File: config.mk
export PLATFORM = sky130hd
export DESIGN_NAME = instr_encoder_loader
export DESIGN_NICKNAME = d
export VERILOG_FILES = /design/src/rtl/instr_encoder_loader.sv
export SDC_FILE = /design/constraint.sdc
export NUM_CORES = 1
export LEC_CHECK = 0
export CORE_MARGIN = 2
export CORE_UTILIZATION = 45
export CTS_BUF_LIST = sky130_fd_sc_hd__clkbuf_4
export DETAILED_ROUTE_END_ITERATION = 16
export DONT_BUFFER_PORTS = 1
export GPL_ROUTABILITY_DRIVEN = 0
export PLACE_DENSITY = 0.64
export SETUP_SLACK_MARGIN = 0.1
export SYNTH_ARGS = -nofsm -noshare
export SYNTH_HDL_FRONTEND = slang
export SYNTH_SLANG_ARGS = --single-unit
File: constraint.sdc
create_clock -name clk -period 1.8 [get_ports clk]
set_input_delay 0.36 -clock clk [delete_from_list [all_inputs] [get_ports clk]]
set_output_delay 0.36 -clock clk [all_outputs]
set_load 0.05 [all_outputs]
File: src/rtl/instr_encoder_loader.sv
// Packs decoded RV32I-subset fields into instruction words and writes them
// sequentially into instruction memory over a registered write port.
module instr_encoder_loader #(
    parameter int unsigned DEPTH     = 256,
    parameter logic [31:0] BASE_ADDR = 32'h0
) (
    input  logic                     clk,
    input  logic                     rst,
    input  logic                     start,
    input  logic                     finish,
    input  logic                     in_valid,
    output logic                     in_ready,
    input  logic [2:0]               in_class,
    input  logic [1:0]               in_op,
    input  logic [4:0]               in_rd,
    input  logic [4:0]               in_rs1,
    input  logic [4:0]               in_rs2,
    input  logic [11:0]              in_imm,
    output logic                     imem_we,
    output logic [31:0]              imem_addr,
    output logic [31:0]              imem_wdata,
    output logic [$clog2(DEPTH):0]   count,
    output logic                     done,
    output logic                     err
);

    localparam int unsigned CW = $clog2(DEPTH) + 1;

    localparam logic [1:0] IDLE = 2'd0;
    localparam logic [1:0] LOAD = 2'd1;
    localparam logic [1:0] DONE = 2'd2;

    logic [1:0]    state;
    logic [1:0]    state_next;
    logic          beat_ok;
    logic [2:0]    alu_f3;
    logic [31:0]   word;
    logic          accept;
    logic          write;
    logic [CW-1:0] count_next;
    logic          err_next;
    logic          done_next;

    // count already includes the word currently on the write port, so no
    // separate pending term is needed for the full check
    assign in_ready = (state == LOAD) && (count < CW'(DEPTH)) && !start;
    assign accept   = in_valid && in_ready;
    assign write    = accept && beat_ok;

    // Field legality and instruction packing
    always_comb begin
        beat_ok = 1'b0;
        word    = 32'h0;
        case (in_op)
            2'b10:   alu_f3 = 3'b111;
            2'b11:   alu_f3 = 3'b110;
            default: alu_f3 = 3'b000;
        endcase
        case (in_class)
            3'b000: begin
                beat_ok = 1'b1;
                word    = {(in_op == 2'b01) ? 7'b0100000 : 7'b0000000,
                           in_rs2, in_rs1, alu_f3, in_rd, 7'b0110011};
            end
            3'b001: begin
                beat_ok = (in_op != 2'b01);
                word    = {in_imm, in_rs1, alu_f3, in_rd, 7'b0010011};
            end
            3'b010: begin
                beat_ok = (in_op == 2'b00);
                word    = {in_imm, in_rs1, 3'b010, in_rd, 7'b0000011};
            end
            3'b011: begin
                beat_ok = (in_op == 2'b00);
                word    = {in_imm[11:5], in_rs2, in_rs1, 3'b010, in_imm[4:0], 7'b0100011};
            end
            3'b100: begin
                beat_ok = !in_op[1];
                word    = {in_imm[11], in_imm[9:4], in_rs2, in_rs1, 2'b00, in_op[0],
                           in_imm[3:0], in_imm[10], 7'b1100011};
            end
            default: ;
        endcase
    end

    // Session control and next values for the registered outputs
    always_comb begin
        state_next = state;
        case (state)
            IDLE:    if (start) state_next = LOAD;
            LOAD:    if (start) state_next = LOAD;
                     else if (finish) state_next = DONE;
            DONE:    if (start) state_next = LOAD;
            default: state_next = IDLE;
        endcase

        count_next = count;
        err_next   = err;
        if (start) begin
            count_next = '0;
            err_next   = 1'b0;
        end else begin
            if (write)              count_next = count + CW'(1);
            if (accept && !beat_ok) err_next   = 1'b1;
        end

        // a write still draining at close delays done by one cycle
        done_next = (state_next == DONE) && !write;
    end

    always_ff @(posedge clk or posedge rst) begin
        if (rst) begin
            state      <= IDLE;
            imem_we    <= 1'b0;
            imem_addr  <= 32'h0;
            imem_wdata <= 32'h0;
            count      <= '0;
            done       <= 1'b0;
            err        <= 1'b0;
        end else begin
            state   <= state_next;
            imem_we <= write;
            if (write) begin
                imem_addr  <= BASE_ADDR + (32'(count) << 2);
                imem_wdata <= word;
            end
            count <= count_next;
            done  <= done_next;
            err   <= err_next;
        end
    end

endmodule
==> impl_metrics.ini, run 1 <==
[cts]
h-tree-depth = 2
clk_latency_ns = 0.38
cts_tree = yes
cts_made_buffers = 5
cts.reportedPaths.clkPinSlew_ns = 0.16
cts.path.max_buffers = 2
cts_root_buffer = clkbuf_4
cts.sinks = 52

[timing]
skew_ns = 0.00757
rsz0062_at_grt = yes
timing_hold_violations_final = 0
setup_viol_count_final = 0
drv_slew = 0
finalCritPeriodShare = 0.993
max_slew_margin = 0.654
worst_pin_slew_ns = 0.519
max_freq_ghz = 0.559
period_needed_ns = 1.79

[yosys]
yosysWarnings = 0
yosysUniqueCellTypes = 35
yosysTopAreaCell = dfrtp_1
synthCells = 266
syn_avg_cell_area_sq_um = 10.5
yosysSeqAreaShare = 0.465
synth_seq_cells = 52
ys.flop_type = dfrtp_1
synth_most_common_cell = dfrtp_1
yosys.area.top_type_share = 0.465
async_flop_share = 1.00
synth.cells.most_frequent = dfrtp_1 (52), mux2_2 (36), buf_4 (29), o21ai_0 (26), nand2_1 (20)
yosys-top-cells-area = dfrtp_1 (46%), mux2_2 (14%), buf_4 (7.8%)
synth-edff-count = 0
syn_area_sq_um = 2800

[floorplanning]
die_h_um = 82.9
coreArea_sq_um = 5960
die_area_sq_um = 6870
io-pin-count = 114
num_rows = 28
initial_core_util = 0.470
die_w_um = 82.9

[critical_path]
crit_fanout = 5
crit_arrival_ns = 2.08
startpoint_type = register
critPathRequiredTime_ns = 2.09
reg2regPathDepth = 6
path_class = reg -> reg
end_kind = register

[power_and_ir_drop]
p_total_uw = 3540
irDropWorstVdd_v = 0.000566
p_per_area_nw_per_um2 = 1060
leakagePower_uw = 0.00153

[global_routing]
antenna_found_initial = 0
use_met1 = 0.214
first_global_vias = 1946
grt_max_degree = 53
grt_use_met2 = 0.290
grt_overflow = 0
grt_use_met3 = 0.0716
track_usage = 0.176
grt_pass1_wl_um = 9830
grt_busiest_layer = met2

[route]
wl_per_cell_um = 18.5
vias = 2007
drtIter0Drc = 56
ant_nets = 0
wirelength_um = 6700
drcViolationCount = 0
drtPass1Iterations = 4
viasPerCell = 5.54

[outcome]
status = finished, final reports clean

[finish]
final.fill_count = 537
diodes = 0
fin_nets = 324
finalInstanceArea_sq_um = 3330
drive_above_1_share = 0.328
synthToLayoutAreaGrowth_pct = 18.9
finalNonFillerCells = 362

[placement]
dp_hpwl_um = 4250
place_area_sq_um = 2900
numPlacedInstances = 341
port_buffers = 0

[hold_path]
min_delay_path_depth = 1
hp-class = in -> reg

[job]
cap_violations = 0
[layer usage]
metal,vias to the layer above,part of all wire
li1,929,-
met1,987,0.42
met2,83,0.48
met3,8,0.093
met4,0,0.011
met5,-,0
[critical path, cell delays in order, from the launching register on]
cell,delay (ns)
dfrtp_2,0.45
nor4b_4,0.37
and2_4,0.22
nand2_4,0.08
inv_6,0.11
clkbuf_16,0.16
mux2_4,0.30
[metrics by stage]
stage	setup TNS, ns	worst slack [ns]	hold slack (ns)	utilization
6_report	0	0.0126	0.0183	0.559
5_1_grt	-1.24	-0.0654	-0.0127	0.559
4_1_cts	0	0.0333	0.00345	0.504
3_5_place_dp	0	0.0508	0.314	0.487
3_3_place_gp	0	0.0663	0.313	0.487
2_1_floorplan	-18.28	-0.448	0.431	-
[repair_timing]
item | CTS | global route
hold endpoints to repair | 52 | 5
gates resized for setup | 0 | 38
cloned | 0 | 6
hold buffers | 1 | 1
pin swaps | 1 | 10
buffers inserted | 1 | 4
setup endpoints to repair | 25 | 34
[state kept, by name (all words and copies together) (netlist names)]
name	count
done	1
imem_addr	9
imem_we	1
count	9
err	1
imem_wdata	29
state	2
[path summary, 6_finish.rpt]
kind / to / slack (ns) / from
max reg2reg: imem_wdata[8] / 0.01 / count[8]
min reg2reg: imem_wdata[1] / 0.50 / imem_wdata[1]
max: imem_wdata[8] / 0.01 / count[8]
min: count[1] / 0.02 / start
min in group asynchronous: imem_wdata[28] / 0.45 / rst
max in group asynchronous: count[8] / 1.11 / rst
[cells by family after synthesis]
group | share of synthesized area
and+or+nand+nor | 0.125
AOI/OAI and AO/OA | 0.131
muxes | 0.163
DFF | 0.465
other | 0.00134
adders and majority gates | 0.00447
buffers and inverters | 0.111
[report_power, final]
group          total [uW]  switching [uW]  internal [uW]
clock network         706             408            298
registers            2170             824           1350
logic                 659             335            324
total                3540            1570           1970
[area by class of cell]
type	instances	area, sq um	area share
inverter	5	23.8	0.00714
sequential	52	1300	0.391
clock inverter	3	46.3	0.0139
tap	75	93.8	0.0282
clock buffer	5	37.5	0.0113
timing repair buffer	33	402	0.121
multi-input combinational	189	1430	0.428
[placed cells by master, fill, tap and decap left out, drive strengths merged]
cell,instances
nand2b,3
mux2i,5
ha,1
mux2,36
a22oi,6
dfrtp,52
inv,6
or4,4
bufinv,1
a21oi,11
nand2,20
a31oi,2
nand4,1
nand3,12
conb,25
nor2b,7
dlygate4sd3,2
nor2,4
clkbuf,10
nor4b,4
o22a,1
nand3b,1
or2,1
o21ba,1
o31ai,7
and2,3
o22ai,5
nor4,1
buf,26
clkinvlp,1
and4,1
a21o,1
o21ai,26
(Power assumes the default switching activity.)
==> run 2: changes to the inputs <==
ABC_AREA = 1   (was default)
==> run 2 against run 1 <==
Cell area is 13% lower. Clock power shrank 5.0%. Area after synthesis is 1.3% lower. Global-route usage up 1.8 points. Synthesized cell count rose by 38%. First-iteration DRC count grew 89%. Sequential share of layout area grew 5.8 points. Critical path type is now reg -> out.
==> impl_metrics.ini, run 2 <==
[power_and_ir_drop]
p_sw_frac = 0.477
pwr-share-seq = 0.667
p_int_uw = 1800
comb_power_share = 0.138
leakagePower_uw = 0.00158
p_per_area_nw_per_um2 = 1180
p_clk_frac = 0.195
irDropWorstVdd_v = 0.000566
power.switching_uw = 1640

[timing]
drv_slew = 0
timing_hold_violations_final = 0
max_slew_margin = 0.560
worst_pin_slew_ns = 0.658
period_needed_ns = 1.62
skew_ns = 0.0139
finalCritPeriodShare = 0.901
rsz0062_at_grt = no
max_freq_ghz = 0.616
tns_ns = 0
setup_viol_count_final = 0

[yosys]
syn_avg_cell_area_sq_um = 7.51
async_flop_share = 1.00
yosysUniqueCellTypes = 24
synth.cells.most_frequent = nand2_1 (167), dfrtp_1 (52), buf_4 (27), nand3_1 (24)
synth_top_family_by_area = simple AND/OR/NAND/NOR gates
ys.flop_type = dfrtp_1
synth-edff-count = 0
yosysSeqAreaShare = 0.471
synthCells = 368
synth-simple-area-share = 0.333
syn_area_sq_um = 2760
synthXorXnorAreaFrac = 0.00951
muxShareOfSynthArea = 0
synth_seq_cells = 52
yosysWarnings = 0
yosys.area.top_type_share = 0.471
yosys-top-cells-area = dfrtp_1 (47%), nand2_1 (23%), buf_4 (7.3%)
synth-compound-area-share = 0.0444
yosysTopAreaCell = dfrtp_1
synthAdderAreaFrac = 0.00453
synth_most_common_cell = nand2_1

[critical_path]
slowest_delay_ns = 0.44
startpoint_type = register
r2r_slack_ns = 0.25
critPathRequiredTime_ns = 1.44
crit_arrival_ns = 1.26
path_class = reg -> out
crit_fanout = 2
path_cells = inv_2 -> nand2_2 -> nor2_4 -> buf_4
crit_slowest_cell = dfrtp_2
end_kind = output pin

[route]
wirelength_um = 6170
vias = 2207
wl_per_cell_um = 13.6
viasPerCell = 4.88
drtPass1Iterations = 4
ant_nets = 0
drtIter0Drc = 106
drcViolationCount = 0

[cts]
clk_latency_ns = 0.38
cts.sinks = 52
cts_tree = yes
cts.path.max_buffers = 2
cts_root_buffer = clkbuf_4
cts_made_buffers = 5
cts.reportedPaths.clkPinSlew_ns = 0.16
h-tree-depth = 2

[finish]
diodes = 0
fin_nets = 414
layout_commonest_cell = nand2_1
final.fill_count = 611
finalNonFillerCells = 452
drive_above_1_share = 0.103
largest_register_ffs = 29
final_cell_mix = nand2_1 (167), dfrtp_1 (50), conb_1 (25)
regMostFlops = imem_wdata
synthToLayoutAreaGrowth_pct = 5.07
largest_registers = imem_wdata: 29 flops, count: 9 flops, imem_addr: 9 flops

[global_routing]
grt_max_degree = 38
track_usage = 0.194
antenna_found_initial = 0
first_global_vias = 2086
grt_overflow = 0
grt_pass1_wl_um = 10100

[floorplanning]
die_w_um = 82.4
io-pin-count = 114
die_area_sq_um = 6780
coreArea_sq_um = 5920
num_rows = 28
die_h_um = 82.4
initial_core_util = 0.467

[hold_path]
hp-class = in -> reg

[placement]
dp_hpwl_um = 4560
port_buffers = 0
numPlacedInstances = 443

[job]
cap_violations = 0

[outcome]
status = finished, final reports clean
[run 2: worst max-delay path, delay by kind of cell, from the launching register on]
family        cells  cell delay, ns
flops             1            0.44
simple gates      2            0.18
buf+inv           2            0.26
[run 2: power groups by stage]
stage	registers [uW]	logic, uW	clock network (uW)
3_3_place_gp	2320	463	0
2_1_floorplan	2240	482	0
5_1_grt	2320	544	735
3_5_place_dp	2320	475	0
6_report	2290	472	671
4_1_cts	2300	479	692
[run 2: path summary, 6_finish.rpt]
path | start | end | cells after the start
setup / recovery | count[8] | in_ready | 4
hold / removal | in_rs1[2] | imem_wdata[17] | 2
setup reg to reg | count[8] | imem_wdata[10] | 10
hold reg to reg | state[1] | state[0] | 3
max in group asynchronous | rst | imem_wdata[10] | 3
min in group asynchronous | rst | imem_wdata[1] | 2
[run 2: cells by family (layout without fill, tap and decap cells)]
family | count (synthesis) | after routing
fa+ha+maj | 1 | 1
buf+inv | 61 | 46
flops | 52 | 52
xor+xnor | 3 | 3
simple gates | 226 | 226
other cells | 1 | 25
compound gates | 24 | 24
[run 2: routing by layer]
metal  up-vias  wire length, um  GRT usage
met4         0              118     0.0700
met3        11              539     0.0728
met1      1024             2630      0.242
met5         -                0          0
met2        73             2880      0.308
li1       1099                -          -
[run 2: what timing repair did]
action,in CTS,in global routing
setup endpoints to repair,2,0
gates resized for setup,1,0
endpoints found under the hold margin,28,0
buffers inserted,0,0
hold buffers,1,0
[run 2: through the flow]
step	setup WS, ns	hold WS [ns]	instance area (sq um)	power [uW]	util
4_1_cts	0.157	0.0726	2900	3470	0.490
2_1_floorplan	0.102	0.415	2860	2720	-
3_5_place_dp	0.275	0.360	2810	2790	0.475
6_report	0.178	0.0891	2900	3430	0.490
5_1_grt	0.100	0.0704	2900	3600	0.490
3_3_place_gp	0.304	0.346	2810	2780	0.475
[run 2: final cells by class]
type                            instances  area, sq um  share of cell area
Multi-Input combinational cell        279         1180               0.405
Clock buffer                            5         37.5              0.0129
Sequential cell                        52         1300               0.449
Timing Repair Buffer                   17          168              0.0577
Tap cell                               75         93.8              0.0323
Clock inverter                          3         42.5              0.0146
Inverter                               21         82.6              0.0284
